$ cat src/rtl/log_arbiter.sv
// log_arbiter: collects log records from NUM_REQ requesters with a round-robin
// grant and frames each session in an output stream as OPEN, RECORD..., CLOSE.
// Entries are buffered in a FIFO_DEPTH-entry FIFO with no fall-through.
// Optional feature: define LOG_TIMESTAMP_EN to stamp every entry with a
// free-running 32-bit cycle count taken at push time (out_time_o is 0 otherwise).
module log_arbiter #(
  parameter int NUM_REQ    = 4,
  parameter int REC_W      = 64,
  parameter int FIFO_DEPTH = 8,
  localparam int SRC_W     = $clog2(NUM_REQ)
) (
  input  logic                     clk_i,
  input  logic                     reset_n_i,
  input  logic                     start_i,
  input  logic                     stop_i,
  input  logic [NUM_REQ-1:0]       req_valid_i,
  input  logic [NUM_REQ*REC_W-1:0] req_data_i,
  output logic [NUM_REQ-1:0]       req_ready_o,
  input  logic                     out_ready_i,
  output logic                     out_valid_o,
  output logic [1:0]               out_kind_o,
  output logic [SRC_W-1:0]         out_src_o,
  output logic [REC_W-1:0]         out_data_o,
  output logic [31:0]              out_time_o,
  output logic                     active_o
);

  localparam int PTR_W = $clog2(FIFO_DEPTH);

  localparam logic [1:0] KIND_RECORD = 2'b00;
  localparam logic [1:0] KIND_OPEN   = 2'b01;
  localparam logic [1:0] KIND_CLOSE  = 2'b10;

  typedef enum logic [2:0] {
    S_IDLE,
    S_OPEN,
    S_RUN,
    S_DRAIN,
    S_CLOSE
  } state_t;

  state_t           state;
  logic             stop_lat;
  logic             active_q;
  logic [SRC_W-1:0] rr_ptr;

  // FIFO storage (payload arrays are not reset; validity comes from count)
  logic [1:0]       kind_mem [FIFO_DEPTH];
  logic [SRC_W-1:0] src_mem  [FIFO_DEPTH];
  logic [REC_W-1:0] data_mem [FIFO_DEPTH];
  logic [PTR_W-1:0] wr_ptr;
  logic [PTR_W-1:0] rd_ptr;
  logic [PTR_W:0]   count;
  logic             fifo_full;
  logic             fifo_empty;

  logic             grant_any;
  logic [SRC_W-1:0] grant_idx;
  logic             xfer;
  logic             push;
  logic             pop;
  logic [1:0]       push_kind;
  logic [SRC_W-1:0] push_src;
  logic [REC_W-1:0] push_data;

  assign fifo_full  = (count == (PTR_W+1)'(FIFO_DEPTH));
  assign fifo_empty = (count == '0);

  // Round-robin search: first valid requester strictly after the last granted one
  always_comb begin
    logic [SRC_W-1:0] cand;
    cand      = rr_ptr;
    grant_any = 1'b0;
    grant_idx = '0;
    for (int k = 0; k < NUM_REQ; k++) begin
      cand = (cand == SRC_W'(NUM_REQ-1)) ? '0 : cand + SRC_W'(1);
      if (!grant_any && req_valid_i[cand]) begin
        grant_any = 1'b1;
        grant_idx = cand;
      end
    end
  end

  // Ready is one-hot to the winner only while running and the buffer has room
  always_comb begin
    req_ready_o = '0;
    if (state == S_RUN && !fifo_full && grant_any) begin
      req_ready_o[grant_idx] = 1'b1;
    end
  end

  assign xfer = |(req_ready_o & req_valid_i);
  assign pop  = out_valid_o & out_ready_i;

  // Select what, if anything, enters the FIFO this cycle
  always_comb begin
    push      = 1'b0;
    push_kind = KIND_RECORD;
    push_src  = '0;
    push_data = '0;
    case (state)
      S_OPEN: begin
        if (!fifo_full) begin
          push      = 1'b1;
          push_kind = KIND_OPEN;
        end
      end
      S_RUN: begin
        if (xfer) begin
          push      = 1'b1;
          push_src  = grant_idx;
          push_data = req_data_i[int'(grant_idx)*REC_W +: REC_W];
        end
      end
      S_DRAIN: begin
        if (!fifo_full) begin
          push      = 1'b1;
          push_kind = KIND_CLOSE;
        end
      end
      default: ;
    endcase
  end

  // Session FSM; a stop seen in OPEN is held until RUN can act on it
  always_ff @(posedge clk_i or negedge reset_n_i) begin
    if (!reset_n_i) begin
      state    <= S_IDLE;
      stop_lat <= 1'b0;
      active_q <= 1'b0;
      rr_ptr   <= SRC_W'(NUM_REQ-1);
    end else begin
      case (state)
        S_IDLE: begin
          if (start_i) begin
            state    <= S_OPEN;
            active_q <= 1'b1;
          end
        end
        S_OPEN: begin
          if (stop_i) stop_lat <= 1'b1;
          if (!fifo_full) state <= S_RUN;
        end
        S_RUN: begin
          if (xfer) rr_ptr <= grant_idx;
          if (stop_i || stop_lat) begin
            state    <= S_DRAIN;
            stop_lat <= 1'b0;
          end
        end
        S_DRAIN: begin
          if (!fifo_full) state <= S_CLOSE;
        end
        S_CLOSE: begin
          // leave once the CLOSE beat (the last entry) has been taken
          if (fifo_empty || (count == (PTR_W+1)'(1) && pop)) begin
            state    <= S_IDLE;
            active_q <= 1'b0;
          end
        end
        default: begin
          state    <= S_IDLE;
          active_q <= 1'b0;
        end
      endcase
    end
  end

  assign active_o = active_q;

  // FIFO pointers and occupancy; reset discards anything buffered
  always_ff @(posedge clk_i or negedge reset_n_i) begin
    if (!reset_n_i) begin
      wr_ptr <= '0;
      rd_ptr <= '0;
      count  <= '0;
    end else begin
      if (push) wr_ptr <= wr_ptr + PTR_W'(1);
      if (pop)  rd_ptr <= rd_ptr + PTR_W'(1);
      case ({push, pop})
        2'b10:   count <= count + (PTR_W+1)'(1);
        2'b01:   count <= count - (PTR_W+1)'(1);
        default: ;
      endcase
    end
  end

  // FIFO payload write
  always_ff @(posedge clk_i) begin
    if (push) begin
      kind_mem[wr_ptr] <= push_kind;
      src_mem[wr_ptr]  <= push_src;
      data_mem[wr_ptr] <= push_data;
    end
  end

  // Outputs read the FIFO head and read as zero whenever nothing is buffered
  assign out_valid_o = !fifo_empty;
  assign out_kind_o  = fifo_empty ? '0 : kind_mem[rd_ptr];
  assign out_src_o   = fifo_empty ? '0 : src_mem[rd_ptr];
  assign out_data_o  = fifo_empty ? '0 : data_mem[rd_ptr];

`ifdef LOG_TIMESTAMP_EN
  logic [31:0] ts_cnt;
  logic [31:0] time_mem [FIFO_DEPTH];

  // Free-running cycle counter, wraps naturally
  always_ff @(posedge clk_i or negedge reset_n_i) begin
    if (!reset_n_i) begin
      ts_cnt <= '0;
    end else begin
      ts_cnt <= ts_cnt + 32'd1;
    end
  end

  // Stamp each entry with the count of the cycle it was pushed in
  always_ff @(posedge clk_i) begin
    if (push) time_mem[wr_ptr] <= ts_cnt;
  end

  assign out_time_o = fifo_empty ? '0 : time_mem[rd_ptr];
`else
  assign out_time_o = '0;
`endif

endmodule

$ cat config.mk
export PLATFORM = sky130hd
export DESIGN_NAME = log_arbiter
export DESIGN_NICKNAME = d
export VERILOG_FILES = /design/src/rtl/log_arbiter.sv
export SDC_FILE = /design/constraint.sdc
export NUM_CORES = 1
export LEC_CHECK = 0
export CORE_MARGIN = 4
export CORE_UTILIZATION = 39
export DETAILED_ROUTE_END_ITERATION = 16
export PLACE_DENSITY = 0.66
export SETUP_SLACK_MARGIN = 0.5
export SLEW_MARGIN = 20
export SYNTH_ARGS = -nofsm -noshare
export SYNTH_HDL_FRONTEND = slang
export SYNTH_SLANG_ARGS = --single-unit
$ cat constraint.sdc
create_clock -name clk_i -period 7.13 [get_ports clk_i]
set_input_delay 1.426 -clock clk_i [delete_from_list [all_inputs] [get_ports clk_i]]
set_output_delay 1.426 -clock clk_i [all_outputs]
set_load 0.005 [all_outputs]
[Word level (Yosys, flattened, before mapping)]
Memory sizes are Yosys's and may differ from the RTL's.
Index checks and enable logic that the tools add are counted.
Storage, ports and cells
  flip-flop bits (word level): 17
  memory bits (writable): 544
  input port bits: 265
  output and inout bits: 106
  word-level logic and storage cells: 122
  memories kept: 3
Cells by class
  add/sub/neg operators: 8
  magnitude comparators: 6
  eq/ne operators: 18
  shift-type cells: 1
  muxes and demuxes: 51
  bitwise logic cells: 3
  reductions and logical operators: 25
Memory list
  data_mem: words 8, width 64, read ports 1, clocked after memory_dff 0, wr ports 1, RTL line 50  | logic [REC_W-1:0] data_mem [FIFO_DEPTH];
  kind_mem: words 8, width 2, read ports 1, clocked after memory_dff 0, wr ports 1, RTL line 48  | logic [1:0] kind_mem [FIFO_DEPTH];
  src_mem: words 8, width 2, read ports 1, clocked after memory_dff 0, wr ports 1, RTL line 49  | logic [SRC_W-1:0] src_mem [FIFO_DEPTH];
Operators with widths (number)
  indexed part select 256 x 9 -> 64 bit: 1
  two-way mux 64 bit: 3
  two-way mux 2 bit: 13
  two-way mux 1 bit: 18
  < comparator 2 x 3 -> 1 bit, second input constant: 5
  two-way mux 3 bit: 5
  case mux 3 bit (5 select lines): 1
  equality test 2 bit, second input constant: 5
  != test 2 bit, second input constant: 5
  adder 2 x 1 -> 2 bit, second input constant: 4
  binary-select mux 1 bit (select 2 bit): 4
  case mux 4 bit (2 select lines): 1
  logical AND 1 bit: 7
  adder 3 x 1 -> 3 bit, second input constant: 2
  equality test 3 x 2 -> 1 bit, second input constant: 2
  AND reduction 3 bit: 2
  logical NOT 1 bit: 5
  AND reduction 5 bit: 1
  adder 4 x 1 -> 4 bit, second input constant: 1
  AND 4 bit: 1
  equality test 4 x 1 -> 1 bit, second input constant: 1
  equality test 4 bit, second input constant: 1
  logical NOT 4 bit: 1
  two-way mux 4 bit: 1
  19 further kinds: 22

[Longest topological paths before layout]
Gate-level depths: netlist of the first run.
  depth after elaboration: 25
  mapped depth: 9
  mapped depth without buffers: 9

[Least setup slack after synthesis of the first run]
No wires, ideal clock.
  path type: input-to-reg
  from: in req_valid_i[1]
  to: mem data_mem[0][0] (enable)
  library setup time: 577 ps
  arrival: 6864 ps
  required time: 6553 ps
  slack: -312 ps
  stages: 4
  buffers on the path: 0
  cells stage by stage: o41ai_1 -> a211oi_1 -> nand2b_1 -> nor3_1
On the way
  word-level cells in the longest chain between the ends: 23
  elaborated cells on any way between the ends: 35
  classes of those cells: order compare: 2; mux: 23; bitwise: 1; reduce/logical: 9
Ends and longest elaborated chain
  start: declaration: RTL line 16  | input logic [NUM_REQ-1:0] req_valid_i,
  binary-select mux 1 bit (select 2 bit): RTL line 77  | if (!grant_any && req_valid_i[cand]) begin
  two-way mux 1 bit (not written as such): RTL line 77
  two-way mux 1 bit: RTL line 77
  logical NOT 1 bit: RTL line 77
  logical AND 1 bit: RTL line 77
  two-way mux 1 bit: RTL line 77
  logical NOT 1 bit: RTL line 77
  logical AND 1 bit: RTL line 77
  [7 not listed]
  demux 1 bit (select 2 bit): RTL line 88  | req_ready_o[grant_idx] = 1'b1;
  two-way mux 4 bit: RTL line 87  | if (state == S_RUN && !fifo_full && grant_any) begin
  AND 4 bit (*): RTL line 92  | assign xfer = |(req_ready_o & req_valid_i);
  OR reduction 4 bit (*): RTL line 92
  two-way mux 1 bit (*): RTL line 109  | if (xfer) begin
  case mux 1 bit (2 select lines) (*): RTL line 101  | case (state)
  two-way mux 1 bit (*): RTL line 190  | if (push) begin
  two-way mux 1 bit (not written as such) (*): RTL line 193  | data_mem[wr_ptr] <= push_data;
  end: declaration: RTL line 50
Mark *: on every way between the ends. The rest lies on a longest branch, timed or not. The select of a mux whose other input is x is not followed.

[Final worst setup path of the first run]
  from: in req_valid_i[3]
  to: out req_ready_o[1]
On the way
  word-level cells in the longest chain between the ends: 17
  elaborated cells on any way between the ends: 29
  classes of those cells: order compare: 2; mux: 19; reduce/logical: 8
Ends and longest elaborated chain
  binary-select mux 1 bit (select 2 bit): RTL line 77
  two-way mux 1 bit (not written as such): RTL line 77
  two-way mux 1 bit: RTL line 77
  logical NOT 1 bit: RTL line 77
  logical AND 1 bit: RTL line 77
  two-way mux 1 bit: RTL line 77
  logical NOT 1 bit: RTL line 77
  logical AND 1 bit: RTL line 77
  two-way mux 1 bit: RTL line 77
  logical NOT 1 bit: RTL line 77
  logical AND 1 bit: RTL line 77
  two-way mux 2 bit: RTL line 77
  < comparator 2 x 3 -> 1 bit (not written as such) or greater-or-equal comparator 2 x 1 -> 1 bit (tied branches): RTL line 88
  logical AND 1 bit (not written as such): RTL line 88
  two-way mux 1 bit (not written as such): RTL line 88
  demux 1 bit (select 2 bit): RTL line 88
  two-way mux 4 bit (*): RTL line 87
  end: declaration: RTL line 18  | output logic [NUM_REQ-1:0] req_ready_o,
Marks and branches as above.

==> impl_metrics.ini, run 1 <==
[die]
die_w_um = 255
fp-row-count = 90
io_pins = 371
core_area_um2 = 60400
dieHeight_um = 255
dieArea_um2 = 64900
start_util = 0.393

[clock_network]
post_cts_buffers = 0
clockBufferDepth = 3
clock-sinks = 561
cts-root-buf = clkbuf_16
cts_made_buffers = 55
h-tree-depth = 2
cts_tree = done
clk_latency_ns = 0.61
hold_buffers = 0
post_cts_resized = 0
clkTransAtPathRegs_ns = 0.06

[routing]
ant_nets = 0
drtIter0Drc = 705
wirelength_mm = 53.3
detail_route.first_pass.iterations = 5
routed_via_density = 5.22
wl_per_cell_um = 22.2
vias = 12505
drc = 0

[global_routing]
grt_max_degree = 79
grt_pass1_vias = 13309
antenna_found_initial = 0
track_usage = 0.161
gr-total-overflow = 0
grt_pass1_wl_mm = 79.6

[critical_path]
crit_path_end_kind = output pin
r2r_slack_ns = 3.11
slowest_stage = or4_4
critical_path_class = input port to output pin
crit_arrival_ns = 4.26
crit_required_ns = 5.70
worst-path-buf-inv = 2
path_cells = clkdlybuf4s50_1, nor4_1, or4_4, or4_4, nor2_1, clkdlybuf4s50_1
slowest_delay_ns = 0.76
path_max_fanout = 28
worstSetupStartpointType = input port
critPathTopFamily = simple AND/OR/NAND/NOR gates

[place]
port_buffers = 338
dp_worst_setup_slack_ns = 1.45
place.gp.congestion = 0.732
dpl.hpwl_mm = 31.2
place_area_um2 = 28100

[yosys]
synth_cell_types = 42
yosysMostFrequentCell = edfxtp_1
yosysTopAreaCell = edfxtp_1
ys_ff_latch = 561
synthTopCellsByArea = edfxtp_1 69%, mux4_2 13%, mux2i_1 8.3%
yosys.area.top_type_share = 0.688
yosys_warnings = 0
syn_inst = 1231
synthArstFlopShare = 0.0303
synth-main-ff-cell = edfxtp_1
synth_common_cells = 544 x edfxtp_1, 197 x mux2i_1, 136 x mux4_2
synth_area_per_cell_um2 = 19.3
synth_enable_flop_cells = 544
netlist_area_um2 = 23700
synth_seq_area_share = 0.706

[power_and_ir_drop]
leakage_nw = 10.2
power_density_nw_per_um2 = 434
power_frac_seq = 0.404
switching_share = 0.318
clock_power_share = 0.207
p_comb_frac = 0.388
power.switching_mw = 4.11
ir_worst_vdd_v = 0.000320
power.internal_mw = 8.80

[timing]
finalSetupTns_ns = 0
setup-violations-final = 0
worst_hold_slack_ns = 0.500
hold_viol_final = 0
period_minus_slack_ns = 5.69
report.final.slew_viol_count = 0
fmax_ghz = 0.176
fin_worst_skew_ns = 0.0216
fin_crit_sh = 0.798
setup_slack_ns = 1.44
maxSlewHeadroom = 0.341
rsz0062_at_grt = false
worst_slew_pin_slew_ns = 0.989

[cells_and_area]
layout-drive-gt1-share = 0.170
num_antenna_cells = 0
syn2layout_area_growth_pct = 25.2
layout.nets = 1845
final_cell_area_um2 = 29700

[job]
drv_cap = 0

[min_path]
hold_path.class = flop to flop

[outcome]
outcome = complete, no violations
## placed cells by master (no fill, tap or decap), types with 7 or more instances in the layout
| cell type | synthesis | final |
|---|---|---|
| clkbuf_16 | 0 | 56 |
| edfxtp_1 | 544 | 544 |
| clkbuf_1 | 46 | 15 |
| mux4_2 | 136 | 136 |
| nor2_1 | 89 | 83 |
| clkdlybuf4s50_1 | 0 | 338 |
| o22ai_2 | 20 | 20 |
| conb_1 | 1 | 32 |
| buf_12 | 0 | 8 |
| clkinv_2 | 0 | 9 |
| dfrtp_1 | 15 | 12 |
| mux2i_1 | 197 | 197 |
| ha_1 | 7 | 7 |
| buf_4 | 32 | 16 |
| a21oi_1 | 8 | 8 |
| nand2_1 | 8 | 8 |
| o22ai_1 | 44 | 44 |
| clkinv_1 | 0 | 12 |
## through the flow
| stage | power [mW] | util | cells |
|---|---|---|---|
| after floorplan | 8.26 | - | 1262 |
| after global placement | 10.3 | 0.465 | 2298 |
| after detailed placement | 10.5 | 0.465 | 2298 |
| after CTS | 13.2 | 0.492 | 2397 |
| after global routing | 13.7 | 0.492 | 2397 |
| final | 12.9 | 0.492 | 2397 |
## power groups by stage
stage               Clock, mW  Combinational [mW]  Sequential, mW
floorplan                   0                3.21            5.05
global placement            0                5.06            5.26
detailed placement          0                5.15            5.31
CTS                      2.75                5.17            5.24
global route             2.89                5.46            5.31
finish                   2.67                5.01            5.22
## layout make-up
| class | count | area, um^2 |
|---|---|---|
| fill | 4942 | 30600 |
| sequential | 561 | 16800 |
| multi-input combinational | 587 | 6630 |
| tap | 782 | 978 |
| clock buffer | 71 | 1460 |
| inverter | 6 | 22.5 |
| clock inverter | 28 | 199 |
| timing repair buffer | 362 | 3660 |
## flip-flops by register name, indices dropped and copies added (netlist names)
register	flops
src_mem	16
state	3
rr_ptr	2
count	4
wr_ptr	3
kind_mem	16
data_mem	512
rd_ptr	3
stop_lat	1
active_o	1
## final timing paths
path,from,end,cells after the start
min,rr_ptr[0],rr_ptr[0],2
max in group asynchronous,reset_n_i,rd_ptr[0],1
max,req_valid_i[3],req_ready_o[1],6
min in group asynchronous,reset_n_i,wr_ptr[2],1
max reg2reg,rr_ptr[0],data_mem[4][27],7
min reg2reg,rr_ptr[0],rr_ptr[0],2
## worst reg2reg max path: cells and delay by family (launching register included)
kind / cells / cell delay [ns]
flops: 1 / 0.57
simple gates: 1 / 0.52
mux: 1 / 0.41
fa+ha+maj: 1 / 0.30
compound gates: 2 / 0.80
buf+inv: 2 / 1.13
## logic make-up after synthesis
| group | Yosys count | share of synthesized area |
|---|---|---|
| xor+xnor | 9 | 0.00332 |
| buf+inv | 114 | 0.0242 |
| fa+ha+maj | 7 | 0.00369 |
| mux | 335 | 0.213 |
| flops | 561 | 0.706 |
| other cells | 1 | 0.000158 |
| compound gates | 86 | 0.0282 |
| simple gates | 118 | 0.0214 |
## layer usage
metal	global-route usage	part of all wire	vias up
met5	0	0	-
met4	0.0394	0.017	0
met3	0.0291	0.049	57
met2	0.284	0.52	308
met1	0.209	0.42	6496
li1	-	-	5644
Note: power is estimated with default switching activity, not from simulation.
==> run 2: changes to the inputs <==
- PLACE_DENSITY: 0.66 -> 0.64
- clock period: 7.13 -> 5.75 ns (I/O delays scaled with it)
==> impl_metrics.ini, run 2 (synthesis results as in run 1) <==
[outcome]
outcome = complete, no violations

[timing]
fin_worst_skew_ns = 0.0112
hold_viol_final = 0
worst_slew_pin_slew_ns = 1.03
fmax_ghz = 0.202
rsz0062_at_grt = false
setup_slack_ns = 0.797
fin_crit_sh = 0.861
setup-violations-final = 0
report.final.slew_viol_count = 0
period_minus_slack_ns = 4.95
maxSlewHeadroom = 0.315
finalSetupTns_ns = 0

[power_and_ir_drop]
ir_worst_vdd_v = 0.000329
power_density_nw_per_um2 = 541
leakage_nw = 10.2

[critical_path]
crit_required_ns = 4.60
path_max_fanout = 6
crit_arrival_ns = 3.80
critical_path_class = input port to output pin
slowest_stage = clkdlybuf4s50_1
path_cells = clkdlybuf4s50_1, nor4_1, or4_4, or4_4, nor2_1, clkdlybuf4s50_1
slowest_delay_ns = 0.61
crit_path_end_kind = output pin
regToRegStartpoint = rr_ptr[0]
r2r_slack_ns = 2.19
critPathTopFamily = simple AND/OR/NAND/NOR gates
regToRegEndpoint = data_mem[0][23]
cp.depth = 6
worstSetupStartpointType = input port
reg2reg_depth = 6
worst-path-buf-inv = 2

[cells_and_area]
layout.nets = 1848
final_cell_mix = 544 x edfxtp_1, 338 x clkdlybuf4s50_1, 197 x mux2i_1, 136 x mux4_2, 83 x nor2_1
largestRegisters = data_mem (512), kind_mem (16), src_mem (16)
ff_latch_area_um2 = 16800
num_antenna_cells = 0
top_register = data_mem
layout-drive-gt1-share = 0.173
nFillCells = 4976
largest_reg_flops = 512
syn2layout_area_growth_pct = 25.7
layout_commonest_cell = edfxtp_1
multi_input_area_um2 = 6630

[min_path]
holdCritStartpoint = rr_ptr[0]
min_to = rr_ptr[0]
hold_path.class = flop to flop
holdPathStages = 2

[place]
dp_worst_setup_slack_ns = 0.796
dpl.hpwl_mm = 31.9
place.gp.congestion = 0.746
port_buffers = 338

[global_routing]
antenna_found_initial = 0
grt_pass1_wl_mm = 80.1
use_met1 = 0.216
grt_use_met3 = 0.0275
grt_max_degree = 80
gr-usage-met2 = 0.282
busiest_layer = met2
grt_pass1_vias = 13226
gr-total-overflow = 0
track_usage = 0.162

[die]
dieHeight_um = 255
dieArea_um2 = 64900
core_area_um2 = 60400
fp-row-count = 90
start_util = 0.393
io_pins = 371
die_w_um = 255

[clock_network]
clk_latency_ns = 0.59
clockBufferDepth = 3
clock-sinks = 561
h-tree-depth = 2
cts_tree = done
cts_made_buffers = 56
cts-root-buf = clkbuf_16
hold_buffers = 0
post_cts_resized = 0
post_cts_buffers = 0
clkTransAtPathRegs_ns = 0.06

[routing]
vias = 12460
routed_via_density = 5.19
detail_route.first_pass.iterations = 5
wirelength_mm = 53.5
drc = 0
wl_per_cell_um = 22.3
drtIter0Drc = 828
ant_nets = 0

[job]
drv_cap = 0
[run 2: power by group]
part           internal [mW]  total [mW]  switching (mW)
combinational           3.11        6.32            3.21
sequential              5.97        6.45           0.475
clock                   1.94        3.39            1.45
[run 2: how the worst max path moves through the flow]
stage / from / end / slack (ns)
after floorplan: req_valid_i[1] / data_mem[6][0] / 0.41
after global placement: req_valid_i[3] / req_ready_o[1] / 0.79
after detailed placement: req_valid_i[3] / req_ready_o[1] / 0.80
after CTS: req_valid_i[3] / req_ready_o[1] / 0.78
after global routing: req_valid_i[3] / req_ready_o[1] / 0.66
final: req_valid_i[3] / req_ready_o[1] / 0.80
[run 2: per-stage QoR]
step | instances | power [mW] | cell area, um^2 | hold WS (ns) | util
final | 2399 | 16.2 | 29800 | 0.502 | 0.495
after global routing | 2399 | 17.1 | 29800 | 0.519 | 0.495
after CTS | 2399 | 16.5 | 29800 | 0.505 | 0.495
after detailed placement | 2300 | 13.1 | 28100 | 0.494 | 0.466
after global placement | 2300 | 12.9 | 28100 | 0.491 | 0.466
after floorplan | 1262 | 10.2 | 23900 | 0.467 | -
[run 2: layout make-up]
type / instances / share of cell area
flip-flops and latches: 561 / 0.562
multi-input cells: 587 / 0.222
repair buffers: 364 / 0.125
clock buffers: 68 / 0.0492
well taps: 782 / 0.0328
clock inverters: 31 / 0.00792
inverters: 6 / 0.000755
[run 2: layer usage]
layer	wire [um]	part of all wire
met3	2630	0.049
met4	887	0.017
met1	23000	0.43
met5	0	0
met2	27000	0.50
[run 2: tightest hold or removal path, cell delays in order, from the launching register on]
cell and delay, ns:
dfstp_2 0.39, nand2_1 0.06, nand2_1 0.05
==> run 3: changes to the inputs <==
- REMOVE_ABC_BUFFERS: not set -> 1
==> impl_metrics.ini, run 3 (synthesis results as in run 1) <==
[outcome]
outcome = complete, no violations

[timing]
worst_slew_pin_slew_ns = 0.965
worst_hold_slack_ns = 0.506
setup_slack_ns = 0.705
rsz0062_at_grt = false
report.final.slew_viol_count = 0
fmax_ghz = 0.198
maxSlewHeadroom = 0.356
period_minus_slack_ns = 5.05
fin_crit_sh = 0.877
setup-violations-final = 0
fin_worst_skew_ns = 0.0123
hold_viol_final = 0

[clock_network]
clkTransAtPathRegs_ns = 0.06
hold_buffers = 0
h-tree-depth = 2
post_cts_resized = 0
cts_tree = done
post_cts_buffers = 0
cts-root-buf = clkbuf_16
clock-sinks = 561
clk_latency_ns = 0.60
clockBufferDepth = 3
cts_made_buffers = 55

[die]
die_w_um = 255
fp-row-count = 90
dieArea_um2 = 64900
io_pins = 371
start_util = 0.393
core_area_um2 = 60400
dieHeight_um = 255

[routing]
drtIter0Drc = 815
wl_per_cell_um = 22.4
routed_via_density = 5.24
detail_route.first_pass.iterations = 5
ant_nets = 0
drc = 0
vias = 12614
wirelength_mm = 54.0

[critical_path]
r2r_slack_ns = 1.87
critical_path_class = input port to output pin
crit_required_ns = 4.60
path_max_fanout = 6
crit_path_end_kind = output pin
regToRegEndpoint = data_mem[4][62]
reg2reg_depth = 8
worstSetupStartpointType = input port
regToRegStartpoint = count[0]
crit_arrival_ns = 3.90

[global_routing]
gr-total-overflow = 0
gr-usage-met2 = 0.278
grt_max_degree = 129
use_met1 = 0.223
busiest_layer = met2
grt_use_met3 = 0.0242
track_usage = 0.163
grt_pass1_wl_mm = 80.4
grt_pass1_vias = 13470
antenna_found_initial = 0

[cells_and_area]
num_antenna_cells = 0
nFillCells = 4935
top_register = data_mem
final_cell_mix = 544 x edfxtp_1, 338 x clkdlybuf4s50_1, 197 x mux2i_1, 136 x mux4_2, 83 x nor2_1
layout-drive-gt1-share = 0.181
layout_commonest_cell = edfxtp_1
largestRegisters = data_mem (512), kind_mem (16), src_mem (16)
layout.nets = 1851
largest_reg_flops = 512
syn2layout_area_growth_pct = 26.7
layout.cells.non_filler = 2408

[min_path]
min_to = rr_ptr[0]
holdCritStartpoint = rr_ptr[0]
hold_path.class = flop to flop
holdPathStages = 2

[place]
place.gp.congestion = 0.752
dp_worst_setup_slack_ns = 0.675
port_buffers = 338
dpl.hpwl_mm = 31.8
dp_cells = 2304

[power_and_ir_drop]
power_mw = 16.5
power_density_nw_per_um2 = 550
ir_worst_vdd_v = 0.000472
leakage_nw = 10.3

[job]
drv_cap = 0
-- run 3: changes by cell type in the layout (fill, tap and decap cells not counted), moves of 3 or more --
| cell | delta |
|---|---|
| buf_4 | +4 |
| bufinv_16 | +6 |
| clkbuf_1 | -4 |
| clkinv_2 | -4 |
| inv_4 | +3 |
-- run 3: metal layers --
| layer | wire [um] | part of all wire |
|---|---|---|
| met5 | 0 | 0 |
| met4 | 1030 | 0.019 |
| met3 | 2600 | 0.048 |
| met2 | 27200 | 0.50 |
| met1 | 23100 | 0.43 |
-- run 3: how the worst max path moves through the flow --
stage,cells past startpoint,startpoint,to,slack [ns]
after global routing,7,req_valid_i[3],req_ready_o[3],0.57
final,6,req_valid_i[3],req_ready_o[1],0.70
after floorplan,4,req_valid_i[1],data_mem[0][37],-7.42
after detailed placement,6,req_valid_i[3],req_ready_o[1],0.67
after global placement,6,req_valid_i[3],req_ready_o[1],0.69
after CTS,6,req_valid_i[3],req_ready_o[1],0.68
-- run 3: worst max-delay path, cell delays in order --
cell and delay, ns:
clkdlybuf4s50_1 0.57, nor4_1 0.10, or4_4 0.51, or4_4 0.55, nor2_1 0.31, clkdlybuf4s50_1 0.70
-- run 3: cell type report --
type                    instances  area, um^2  area share
multi-input cells             587        6620       0.220
clock buffers                  67        1510      0.0500
well taps                     782         978      0.0325
flip-flops and latches        561       16800       0.557
inverters                       6        22.5    0.000748
clock inverters                37         424      0.0141
repair buffers                368        3770       0.125
-- run 3: metrics by stage --
stage / util / cell area (um^2) / setup TNS (ns)
final: 0.499 / 30100 / 0
after global placement: 0.467 / 28200 / 0
after global routing: 0.499 / 30100 / 0
after floorplan: - / 23300 / -4108.14
after CTS: 0.499 / 30100 / 0
after detailed placement: 0.467 / 28200 / 0
-- run 3: power breakdown --
group	internal (mW)	total (mW)	switching [mW]	leakage (nW)
Combinational	3.12	6.31	3.18	4.14
Sequential	5.97	6.46	0.494	5.26
Clock	2.27	3.77	1.51	0.933
